[src/rtl/vector_reverse_ctrl.sv]
// vector_reverse_ctrl: buffers one frame of up to DEPTH words and replays it
// in reverse arrival order over a valid/ready stream.
// Optional feature macro: VECTOR_BIT_REVERSE_EN -- when defined, each output
// word is also bit-reversed; otherwise words pass through unchanged.
module vector_reverse_ctrl #(
  parameter int WIDTH = 8,
  parameter int DEPTH = 8
) (
  input  logic             clk,
  input  logic             rst,
  input  logic             in_valid,
  output logic             in_ready,
  input  logic [WIDTH-1:0] in_data,
  input  logic             in_last,
  output logic             out_valid,
  input  logic             out_ready,
  output logic [WIDTH-1:0] out_data,
  output logic             out_last,
  output logic             busy,
  output logic [7:0]       frame_cnt
);

  localparam int AW = $clog2(DEPTH);
  localparam logic [AW-1:0] LAST_IDX = AW'(DEPTH - 1);

  typedef enum logic {
    FILL  = 1'b0,
    DRAIN = 1'b1
  } state_t;

  state_t           r_state;
  state_t           w_state_nxt;
  logic [WIDTH-1:0] r_mem [DEPTH];
  logic [AW-1:0]    r_wr_ptr;
  logic [AW-1:0]    r_rd_ptr;
  logic [7:0]       r_frame_cnt;
  logic             w_in_hs;
  logic             w_out_hs;
  logic             w_frame_in_done;
  logic             w_frame_out_done;

  // Output word mapping: bit reversal when the feature is built in.
  function automatic logic [WIDTH-1:0] f_map(input logic [WIDTH-1:0] w);
    logic [WIDTH-1:0] r;
`ifdef VECTOR_BIT_REVERSE_EN
    for (int i = 0; i < WIDTH; i++) begin
      r[i] = w[WIDTH-1-i];
    end
`else
    r = w;
`endif
    return r;
  endfunction

  // State register; reset discards any partial frame.
  always_ff @(posedge clk or posedge rst) begin
    if (rst) begin
      r_state <= FILL;
    end else begin
      r_state <= w_state_nxt;
    end
  end

  // Next-state and handshake decode; outputs are purely a function of state.
  always_comb begin
    w_state_nxt      = r_state;
    in_ready         = 1'b0;
    out_valid        = 1'b0;
    busy             = 1'b0;
    out_last         = 1'b0;
    w_in_hs          = 1'b0;
    w_out_hs         = 1'b0;
    w_frame_in_done  = 1'b0;
    w_frame_out_done = 1'b0;
    case (r_state)
      FILL: begin
        in_ready = 1'b1;
        w_in_hs  = in_valid;
        // A full buffer closes the frame whether or not in_last is set.
        if (w_in_hs && (in_last || (r_wr_ptr == LAST_IDX))) begin
          w_frame_in_done = 1'b1;
          w_state_nxt     = DRAIN;
        end
      end
      DRAIN: begin
        out_valid = 1'b1;
        busy      = 1'b1;
        out_last  = (r_rd_ptr == '0);
        w_out_hs  = out_ready;
        if (w_out_hs && (r_rd_ptr == '0)) begin
          w_frame_out_done = 1'b1;
          w_state_nxt      = FILL;
        end
      end
      default: begin
        w_state_nxt = FILL;
      end
    endcase
  end

  // Read port: the word under rd_ptr is held until the downstream takes it.
  always_comb begin
    out_data = f_map(r_mem[r_rd_ptr]);
  end

  // Pointers and frame counter.
  always_ff @(posedge clk or posedge rst) begin
    if (rst) begin
      r_wr_ptr    <= '0;
      r_rd_ptr    <= '0;
      r_frame_cnt <= '0;
    end else begin
      if (w_in_hs) begin
        r_wr_ptr <= r_wr_ptr + AW'(1);
        // Drain starts at the word just written.
        if (w_frame_in_done) begin
          r_rd_ptr <= r_wr_ptr;
        end
      end
      if (w_out_hs) begin
        if (w_frame_out_done) begin
          r_wr_ptr    <= '0;
          r_frame_cnt <= r_frame_cnt + 8'd1;
        end else begin
          r_rd_ptr <= r_rd_ptr - AW'(1);
        end
      end
    end
  end

  // Frame buffer; contents are intentionally not reset.
  always_ff @(posedge clk) begin
    if (w_in_hs) begin
      r_mem[r_wr_ptr] <= in_data;
    end
  end

  assign frame_cnt = r_frame_cnt;

endmodule

[config.mk]
export PLATFORM = sky130hd
export DESIGN_NAME = vector_reverse_ctrl
export DESIGN_NICKNAME = d
export VERILOG_FILES = /design/src/rtl/vector_reverse_ctrl.sv
export SDC_FILE = /design/constraint.sdc
export NUM_CORES = 1
export LEC_CHECK = 0
export ABC_AREA = 1
export BUFFER_PORTS_ARGS = -buffer_cell sky130_fd_sc_hd__buf_2
export CAP_MARGIN = 25
export CORE_MARGIN = 2
export CORE_UTILIZATION = 45
export CTS_CLUSTER_DIAMETER = 150
export DETAILED_ROUTE_END_ITERATION = 10
export GPL_ROUTABILITY_DRIVEN = 0
export PLACE_DENSITY = 0.63
export REMOVE_ABC_BUFFERS = 1
export SETUP_SLACK_MARGIN = 0.4
export SYNTH_ARGS = -nofsm -noshare
export SYNTH_HDL_FRONTEND = slang
export SYNTH_SLANG_ARGS = --single-unit
[constraint.sdc]
create_clock -name clk -period 3.1 [get_ports clk]
set_input_delay 0.465 -clock clk [delete_from_list [all_inputs] [get_ports clk]]
set_output_delay 0.465 -clock clk [all_outputs]
set_load 0.02 [all_outputs]
After elaboration in Yosys (flattened, before gate mapping)
Memories as Yosys holds them, arrays and structs flattened.
Index checks and enable logic that the tools add are counted.
{ "op_classes": {"n_bitwise": 1, "addsub": 3, "mux": 20, "n_eq_ne": 1, "reduce_logical": 5} }
{ "ops": {"columns": ["operator", "n"], "rows": [
  ["$mux 3", 7],
  ["$mux 1", 12],
  ["$add 8x1->8 const B", 1],
  ["$add 3x1->3 const B", 1],
  ["$eq 3x3->1 const B", 1],
  ["$logic_not 3->1", 1],
  ["$sub 3x1->3 const B", 1],
  ["$logic_and 1x1->1", 2],
  ["$pmux 1 s2", 1],
  ["$reduce_and 2->1", 1],
  ["$logic_or 1x1->1", 1],
  ["$not 1->1", 1]
]} }
{ "totals": {"input_bits": 13, "mem_bits_rw": 64, "ff_bits": 15, "memories": 1} }
{ "memory_table": {"columns": ["memory", "words", "word_bits", "rd", "rd_clocked_by_memory_dff", "wr", "line", "rtl"], "rows": [
  ["r_mem", 8, 8, 1, 0, 1, "33", "logic [WIDTH-1:0] r_mem [DEPTH];"]
]} }

Depth between registers and ports, before layout
Gate-level depths: netlist of the first run.
{ "logic_depth": {"depth_word": 9, "ltp_mapped": 9, "depth_no_buf": 9} }

Worst setup path before layout of the first run
OpenSTA, ideal clock, no wires.
{ "synth_timing": {"path_type": "reg-to-output", "startpoint": "reg r_rd_ptr[0]", "endpoint": "out out_last", "path_stages_with_launch": 7, "path_slack_ns": 1.226, "n_path_buf": 2, "arrival_ns": 1.409, "cell_sequence": "dfrtp_1 buf_4 inv_2 buf_2 ha_1 nand2_4 nor2_1"} }
{ "synth_via": {"elab_chain_cells": 2} }
{ "synth_rtl": {"columns": ["element", "line", "rtl"], "rows": [
  ["start: declaration", "35", "logic [AW-1:0] r_rd_ptr;"],
  ["start signal: assignment", "117", "r_rd_ptr <= r_wr_ptr;"],
  ["start signal: assignment", "125", "r_rd_ptr <= r_rd_ptr - AW'(1);"],
  ["$logic_not 3->1", "88", "out_last = (r_rd_ptr == '0);"],
  ["$mux 1", "75", "case (r_state)"],
  ["end: declaration", "18", "output logic out_last,"]
]} }
No other way between the ends.

Worst setup path after layout of the first run
Same ends and word-level chain as after synthesis.

==> results of run 1 <==
## kinds of logic after synthesis
kind of cell | count (synthesis) | share of synthesized area, %
flops | 79 | 65.4
compound gates | 38 | 6.45
xor+xnor | 4 | 0.997
simple gates | 171 | 20.0
fa+ha+maj | 5 | 1.78
buf+inv | 43 | 5.38
## power groups by stage
stage	combinational (W)	sequential, W	clock, W
3_3_place_gp	0.00137	0.00141	0
4_1_cts	0.00139	0.00140	0.000727
2_1_floorplan	0.000835	0.00151	0
3_5_place_dp	0.00138	0.00142	0
6_report	0.00138	0.00140	0.000718
5_1_grt	0.00155	0.00141	0.000772
## through the flow
stage / setup WS, ns / cells / utilization [%] / power (W)
2_1_floorplan: 0.795 / 328 / - / 0.00235
3_3_place_gp: 1.00 / 465 / 49.1 / 0.00278
3_5_place_dp: 0.985 / 465 / 49.1 / 0.00280
4_1_cts: 0.599 / 481 / 51.4 / 0.00351
5_1_grt: 0.495 / 481 / 51.4 / 0.00373
6_report: 0.616 / 481 / 51.4 / 0.00349
## cells in the mapped netlist
master / n
sky130_fd_sc_hd__nor3_1: 1
sky130_fd_sc_hd__o21ai_0: 22
sky130_fd_sc_hd__buf_2: 6
sky130_fd_sc_hd__nor3_4: 1
sky130_fd_sc_hd__a21oi_4: 1
sky130_fd_sc_hd__inv_1: 27
sky130_fd_sc_hd__clkbuf_2: 1
sky130_fd_sc_hd__nor2_8: 1
sky130_fd_sc_hd__nand2_4: 2
sky130_fd_sc_hd__nand4_1: 2
sky130_fd_sc_hd__nand2_1: 93
sky130_fd_sc_hd__buf_4: 5
sky130_fd_sc_hd__xor2_1: 3
sky130_fd_sc_hd__or2_0: 1
sky130_fd_sc_hd__a211oi_1: 2
sky130_fd_sc_hd__ha_1: 5
sky130_fd_sc_hd__xnor2_1: 1
sky130_fd_sc_hd__nand3b_1: 1
sky130_fd_sc_hd__inv_2: 4
sky130_fd_sc_hd__o21ai_1: 5
sky130_fd_sc_hd__o211ai_1: 8
sky130_fd_sc_hd__dfrtp_1: 15
sky130_fd_sc_hd__nor2_1: 65
sky130_fd_sc_hd__edfxtp_1: 64
sky130_fd_sc_hd__nand3_1: 4
## per-layer routing
layer / up-vias / track usage (%) / routed length, um
li1: 1179 / - / -
met1: 1119 / 25.6 / 3430
met2: 79 / 26.9 / 3260
met3: 12 / 3.42 / 444
met4: 0 / 9.08 / 125
met5: - / 0 / 0
## worst min path at each step
stage / from / end / slack, ns / cells past startpoint
after floorplan: rst / frame_cnt[0]$_DFFE_PP0P_ / 0.37 / 1
after global placement: frame_cnt[3]$_DFFE_PP0P_ / frame_cnt[3]$_DFFE_PP0P_ / 0.50 / 1
after detailed placement: frame_cnt[3]$_DFFE_PP0P_ / frame_cnt[3]$_DFFE_PP0P_ / 0.51 / 1
after CTS: rst / r_state$_DFF_PP0_ / 0.19 / 2
after global routing: rst / r_state$_DFF_PP0_ / 0.23 / 2
final: rst / r_state$_DFF_PP0_ / 0.18 / 2
## state kept, by name, indices dropped and copies added (netlist names)
signal / flops
r_mem: 64
r_wr_ptr: 3
frame_cnt: 8
r_state: 1
r_rd_ptr: 3
## worst reg2reg max path, cell delays in order, from the launching register on
cell,delay (ns)
sky130_fd_sc_hd__dfrtp_1,0.45
sky130_fd_sc_hd__inv_1,0.12
sky130_fd_sc_hd__nand2_1,0.12
sky130_fd_sc_hd__nor2_1,0.16
sky130_fd_sc_hd__inv_1,0.10
sky130_fd_sc_hd__nor2_1,0.66
## layout make-up
cell class / instances / area, um2 / area share [%]
clock buffer: 11 / 131 / 3.34
clock inverter: 5 / 48.8 / 1.24
inverter: 31 / 116 / 2.96
multi-input combinational: 218 / 1030 / 26.1
sequential: 79 / 2300 / 58.4
tap: 102 / 128 / 3.25
timing repair buffer: 35 / 183 / 4.65
==> qor.txt, run 1 <==
====================================================================================================
Worst setup path class                                                                       reg2out
Category of cells accounting for the largest share of critical-path delay               buffers and inverters
Static Leak                                                                                  1.67 nW
Area of the die                                                                             8530 um2
Total routing usage reported by global routing                                                 18.1%
Count of unique library cells instantiated by Yosys                                               25
Worst hold-check path type                                                                  in2async
Clock Sink Count                                                                                  79
Initial antenna violation count                                                                    0
Syn Std Cell Area                                                                           3510 um2
Post-cts resize count                                                                              0
Layout Area Growth over Synthesis                                                              11.9%
CTS tree                                                                                       built
Total wirelength of the detailed-routed design                                               7260 um
Clock latency of the later-clocked register in the worst-skew pair                           0.34 ns
IR Drop Worst-Case VDD                                                                      0.452 mV
Synthesized flop and latch total                                                                  79
Worst Path Buf+Inv                                                                                 3
Wire length of the first global-routing pass                                                11500 um
Setup repair after global routing missed its margin                                            false
Minimum period implied by the final worst setup slack                                        2.48 ns
Quantity of hold-fixing buffers added after cts                                                    0
Sequential element share of the synthesized area                                               65.4%
Die width                                                                                    92.4 um
Post-CTS setup-driven buffer insertion count                                                       0
Total Negative Setup Slacks                                                                     0 ns
Yosys warning count                                                                                0
Number of global-route vias before repair                                                       2206
Reg-to-reg critical path startpoint                                                     r_state$_DFF_PP0_
Fraction of layout instances using a drive strength above 1                                    14.5%
Detailed-placement wirelength estimate                                                       4900 um
Data required time of the critical path                                                      2.63 ns
Mean post-synth cell area                                                                   10.3 um2
Count of boundary I/O pins                                                                        33
Number of nets in the finished design                                                            392
Setup crit end                                                                              out_last
Logic depth of the worst setup path including buffers                                              6
Final count of negative-setup-slack endpoints                                                      0
Antenna Violating Nets Remaining                                                                   0
Worst setup slack for register-to-register paths                                             1.12 ns
Max Freq                                                                                     403 MHz
Initial Util                                                                                   45.9%
Crit Reg-Reg Endpoint                                                                   r_mem[7][3]$_DFFE_PP_
Clock-pin slew reported for the worst setup and hold paths after clock tree synthesis        0.08 ns
Signal arrival time at the worst endpoint                                                    2.02 ns
Post-detailed-route DRC marker count                                                               0
Proportion of power drawn by flip-flops and latches                                            40.0%
Vertical extent of the die                                                                   92.4 um
Most frequent standard cell in the layout excluding fill and tap cells                  sky130_fd_sc_hd__nand2_1
Rows                                                                                              32
Share of total power in the clock network                                                      20.6%
TritonRoute pass-1 iters                                                                           5
Number of slew-limit violations in the final report                                                0
Count of endpoints failing hold in the final timing report                                         0
Crit. Startpoint                                                                        r_rd_ptr[0]$_DFF_PP0_
Sw Share                                                                                       40.4%
Max Root-Sink Buffers                                                                              2
Post-detailed-route wirelength per cell                                                      15.1 um
Total number of vias                                                                            2389
Reg2reg path depth                                                                                 5
Max-cap check violation count                                                                      0
Setup skew after layout                                                                   0.00646 ns
Most frequent cells in the layout                                                       93 x sky130_fd_sc_hd__nand2_1, 65 x sky130_fd_sc_hd__nor2_1, 64 x sky130_fd_sc_hd__edfxtp_1
Worst hold slack                                                                            0.182 ns
Area share of the largest cell type after synthesis                                            54.7%
Vias per cell                                                                                   4.97
Worst-path cell with the longest stage delay                                            sky130_fd_sc_hd__dfrtp_1
Startpoint type of the worst setup path                                                         flop
GR Overflow Total                                                                                  0
Synth area leader                                                                       sky130_fd_sc_hd__edfxtp_1
Final worst path period share                                                                  80.1%
Critical Path Sink Type                                                                   output pin
Standard cell core area                                                                     7650 um2
Int Power                                                                                  0.00208 W
Leading cell types by total area after synthesis                                        sky130_fd_sc_hd__edfxtp_1 55%, sky130_fd_sc_hd__dfrtp_1 11%, sky130_fd_sc_hd__nand2_1 9.9%
Part of the total power dissipated in combinational logic                                      39.5%
# fillers                                                                                        699
DRC violation total after the first TritonRoute iteration                                        182
Sequence of cells on the critical path                                                  buf_4 -> inv_2 -> ha_1 -> nand2_4 -> nor2_1 -> buf_2
TritonCTS Buffers                                                                                  9
Maximum number of pins on one net before global-route repair                                      27
Post-Synthesis Cells                                                                             340
Max stage delay on crit path                                                                 0.38 ns
Htree depth                                                                                        3
Net Sw Power                                                                               0.00141 W
Final Instance Area                                                                         3930 um2
Critical-path maximum fanout                                                                      26
Cell Pwr Density                                                                          888 nW/um2
Input/output buffers                                                                              32
Pin slew with the least headroom to its limit                                               0.860 ns
Root cell of the clock tree                                                             sky130_fd_sc_hd__clkbuf_8
Worst slew margin relative to its limit                                                        42.4%
Diode insertion count for antenna repair                                                           0
Outcome                                                                                 finished clean
Placed instance area                                                                        3750 um2
====================================================================================================
(Power assumes the default switching activity.)
==> run 2: changes to the inputs <==
--- a/config.mk
+++ b/config.mk
@@ -5,7 +5,7 @@
 export SDC_FILE = /design/constraint.sdc
 export NUM_CORES = 1
 export LEC_CHECK = 0
-export ABC_AREA = 1
+export ABC_AREA = 0
 export BUFFER_PORTS_ARGS = -buffer_cell sky130_fd_sc_hd__buf_2
 export CAP_MARGIN = 25
 export CORE_MARGIN = 2
@@ -13,7 +13,7 @@
 export CTS_CLUSTER_DIAMETER = 150
 export DETAILED_ROUTE_END_ITERATION = 10
 export GPL_ROUTABILITY_DRIVEN = 0
-export PLACE_DENSITY = 0.63
+export PLACE_DENSITY = 0.66
 export REMOVE_ABC_BUFFERS = 1
 export SETUP_SLACK_MARGIN = 0.4
 export SYNTH_ARGS = -nofsm -noshare
==> constraint.sdc (replaced) <==
create_clock -name clk -period 2.2 [get_ports clk]
set_input_delay 0.33 -clock clk [delete_from_list [all_inputs] [get_ports clk]]
set_output_delay 0.33 -clock clk [all_outputs]
set_load 0.02 [all_outputs]
==> run 2 against run 1 <==
  * Combinational power grew 41%
  * Non-clock buffer count grew 20
  * Sequential power grew 41%
  * Final area grew 3.2%
  * Synthesized cell count is 41% lower
  * Flip-flop and latch count unchanged
  * Die area down 5.8%
  * First-iteration DRC count is 34% lower
  * Final cell count down 25%
  * Worst hold slack lost 0.15 ns
  * Sequential share of layout area shrank 1.8 points
  * Wire length is 15% lower
==> qor.txt, run 2 <==
====================================================================================================
Outcome                                                                                 finished clean
Static Leak                                                                                  1.54 nW
Data required time of the critical path                                                      1.87 ns
Post-Route Utilization                                                                         56.6%
Most frequent cell after synthesis                                                      sky130_fd_sc_hd__edfxtp_1
Area share of the largest cell type after synthesis                                            58.2%
Antenna Violating Nets Remaining                                                                   0
Most instantiated cells after synthesis                                                 64 x sky130_fd_sc_hd__edfxtp_1, 35 x sky130_fd_sc_hd__nand2_1, 15 x sky130_fd_sc_hd__dfrtp_1, 9 x sky130_fd_sc_hd__mux4_1, 8 x sky130_fd_sc_hd__nor2_1
IR Drop Worst-Case VDD                                                                      0.579 mV
Signal arrival time at the worst endpoint                                                    1.81 ns
CTS tree                                                                                       built
Syn Std Cell Area                                                                           3300 um2
Share of total power in the clock network                                                      24.5%
Sequential element share of the synthesized area                                               69.6%
Area of the die                                                                             8040 um2
Pin slew with the least headroom to its limit                                               0.585 ns
Max-cap check violation count                                                                      0
Number of enable-type register cells in the synthesized netlist                                   64
Critical Path Sink Type                                                                   output pin
Worst setup path class                                                                       reg2out
Synth area leader                                                                       sky130_fd_sc_hd__edfxtp_1
Number of global-route vias before repair                                                       1673
Largest family of logic cells by synthesized area                                       multiplexers
Minimum period implied by the final worst setup slack                                        2.14 ns
Final worst path period share                                                                  97.3%
Number of nets in the finished design                                                            276
Total number of vias                                                                            1795
Xor and xnor fraction of the mapped netlist area                                               2.12%
Flip-flop count of the largest register after layout                                              64
GR Overflow Total                                                                                  0
Asr flop ratio synth                                                                           19.0%
Setup repair after global routing missed its margin                                             true
Most frequent cells in the layout                                                       64 x sky130_fd_sc_hd__edfxtp_1, 28 x sky130_fd_sc_hd__nand2_1, 23 x sky130_fd_sc_hd__buf_2
Final count of negative-setup-slack endpoints                                                      0
Final Instance Area                                                                         4060 um2
TritonRoute pass-1 iters                                                                           4
Most used flip-flop cell after synthesis                                                sky130_fd_sc_hd__edfxtp_1
Standard cell core area                                                                     7180 um2
Clock Sink Count                                                                                  79
Post-Synthesis Cells                                                                             200
Root cell of the clock tree                                                             sky130_fd_sc_hd__clkbuf_8
Initial Util                                                                                   46.0%
Register name with the most flops                                                              r_mem
Fraction of layout instances using a drive strength above 1                                    37.3%
Net Sw Power                                                                               0.00167 W
Layout Area Growth over Synthesis                                                              23.0%
Basic-gate share of the synthesized area counting and, or, nand and nor cells                  9.63%
Yosys warning count                                                                                0
Int Power                                                                                  0.00354 W
Post-detailed-route wirelength per cell                                                      17.0 um
Input/output buffers                                                                              32
Max Freq                                                                                     467 MHz
Number of slew-limit violations in the final report                                                0
Detailed-placement wirelength estimate                                                       3940 um
Setup skew after layout                                                                    0.0121 ns
Vias per cell                                                                                   4.96
Reg2reg path depth                                                                                 5
Count of boundary I/O pins                                                                        33
Total wirelength of the detailed-routed design                                               6160 um
Max Root-Sink Buffers                                                                              2
Worst slew margin relative to its limit                                                        61.0%
Most frequent standard cell in the layout excluding fill and tap cells                  sky130_fd_sc_hd__edfxtp_1
Post-synthesis mux area share                                                                  12.3%
Count of unique library cells instantiated by Yosys                                               37
Wire length of the first global-routing pass                                                 9230 um
Proportion of power drawn by flip-flops and latches                                            38.1%
Sw Share                                                                                       32.0%
Clock latency of the later-clocked register in the worst-skew pair                           0.35 ns
Post-detailed-route DRC marker count                                                               0
Cell Pwr Density                                                                         1280 nW/um2
Part of the total power dissipated in combinational logic                                      37.5%
Vertical extent of the die                                                                   89.6 um
TritonCTS Buffers                                                                                  9
Rows                                                                                              31
Startpoint type of the worst setup path                                                         flop
Htree depth                                                                                        3
Synthesized flop and latch total                                                                  79
Maximum number of pins on one net before global-route repair                                      16
Total routing usage reported by global routing                                                 16.6%
Diode insertion count for antenna repair                                                           0
DRC violation total after the first TritonRoute iteration                                        121
Placed instance area                                                                        3660 um2
Critical-path maximum fanout                                                                       5
Post-synthesis compound-gate area fraction                                                     1.90%
Leading cell types by total area after synthesis                                        sky130_fd_sc_hd__edfxtp_1 58%, sky130_fd_sc_hd__dfrtp_1 11%, sky130_fd_sc_hd__mux4_1 7.2%
Initial antenna violation count                                                                    0
Worst hold-check path type                                                                  in2async
Die width                                                                                    89.6 um
Synthesized-area fraction occupied by adder cells                                              1.90%
Count of endpoints failing hold in the final timing report                                         0
Clock-pin slew reported for the worst setup and hold paths after clock tree synthesis        0.08 ns
Mean post-synth cell area                                                                   16.5 um2
====================================================================================================
-- run 2: cell count changes after synthesis, moves of 7 or more --
cell                       before  now
sky130_fd_sc_hd__nor2_1        65    8
sky130_fd_sc_hd__o211ai_1       8    1
sky130_fd_sc_hd__inv_1         27    5
sky130_fd_sc_hd__mux4_1         0    9
sky130_fd_sc_hd__mux4_2         0    7
sky130_fd_sc_hd__o21ai_0       22    1
sky130_fd_sc_hd__nand2_1       93   35
-- run 2: path summary, 6_finish.rpt --
path	slack, ns	from	endpoint
min in group clk	0.24	in_data[5]	r_mem[1][5]$_DFFE_PP_
max in group asynchronous	1.75	rst	r_rd_ptr[1]$_DFF_PP0_
worst max-delay path	0.06	r_rd_ptr[0]$_DFF_PP0_	out_data[5]
worst min-delay path	0.03	rst	frame_cnt[3]$_DFFE_PP0P_
worst min register to register	0.48	frame_cnt[7]$_DFFE_PP0P_	frame_cnt[7]$_DFFE_PP0P_
worst max register to register	0.52	r_rd_ptr[0]$_DFF_PP0_	frame_cnt[1]$_DFFE_PP0P_
-- run 2: layer usage --
layer	vias up	track usage (%)	share of wire, %
li1	869	-	-
met1	888	25.1	48
met2	32	22.9	48
met3	6	3.56	2.6
met4	0	8.01	1.2
met5	-	0	0
-- run 2: timing repair --
action	4_1_cts	5_1_grt
cloned	2	0
buffers inserted	1	1
gates resized for setup	32	11
pin swaps	2	2
hold buffers	0	0
setup endpoints to repair	10	14
-- run 2: power by group through the flow --
stage | clock network (W) | logic, W | registers [W]
after floorplan | 0 | 0.000905 | 0.00209
after global placement | 0 | 0.00154 | 0.00198
after detailed placement | 0 | 0.00155 | 0.00199
after CTS | 0.00131 | 0.00190 | 0.00198
after global routing | 0.00136 | 0.00212 | 0.00201
final | 0.00128 | 0.00195 | 0.00198
-- run 2: logic make-up after synthesis --
logic type                 Yosys count
DFF                                 79
buffers and inverters               14
xor gates and xnor gates             8
adders and majority gates            5
muxes                               17
and+or+nand+nor                     68
AOI/OAI and AO/OA                    9
-- run 2: layout make-up --
type	instances	area (um2)
multi-input cells	107	938
clock buffers	10	128
fillers	580	3120
well taps	99	124
inverters	6	25.0
flip-flops and latches	79	2300
clock inverters	6	115
repair buffers	55	429
-- run 2: metrics by stage --
step           setup TNS [ns]  power (W)  instances  setup WS (ns)  hold slack [ns]
2_1_floorplan               0    0.00299        192         0.0856            0.231
6_report                    0    0.00521        362         0.0584           0.0345
3_5_place_dp                0    0.00354        342          0.384            0.425
3_3_place_gp                0    0.00352        342          0.406            0.424
5_1_grt               -0.0138    0.00550        362        -0.0138           0.0633
4_1_cts                     0    0.00518        361         0.0567           0.0432
-- run 2: worst max-delay path, stage by stage (launching register included) --
cell and delay (ns):
sky130_fd_sc_hd__dfrtp_2 0.45, sky130_fd_sc_hd__buf_8 0.15, sky130_fd_sc_hd__mux4_1 0.56, sky130_fd_sc_hd__nand2_1 0.10, sky130_fd_sc_hd__nand2_2 0.07, sky130_fd_sc_hd__buf_6 0.13
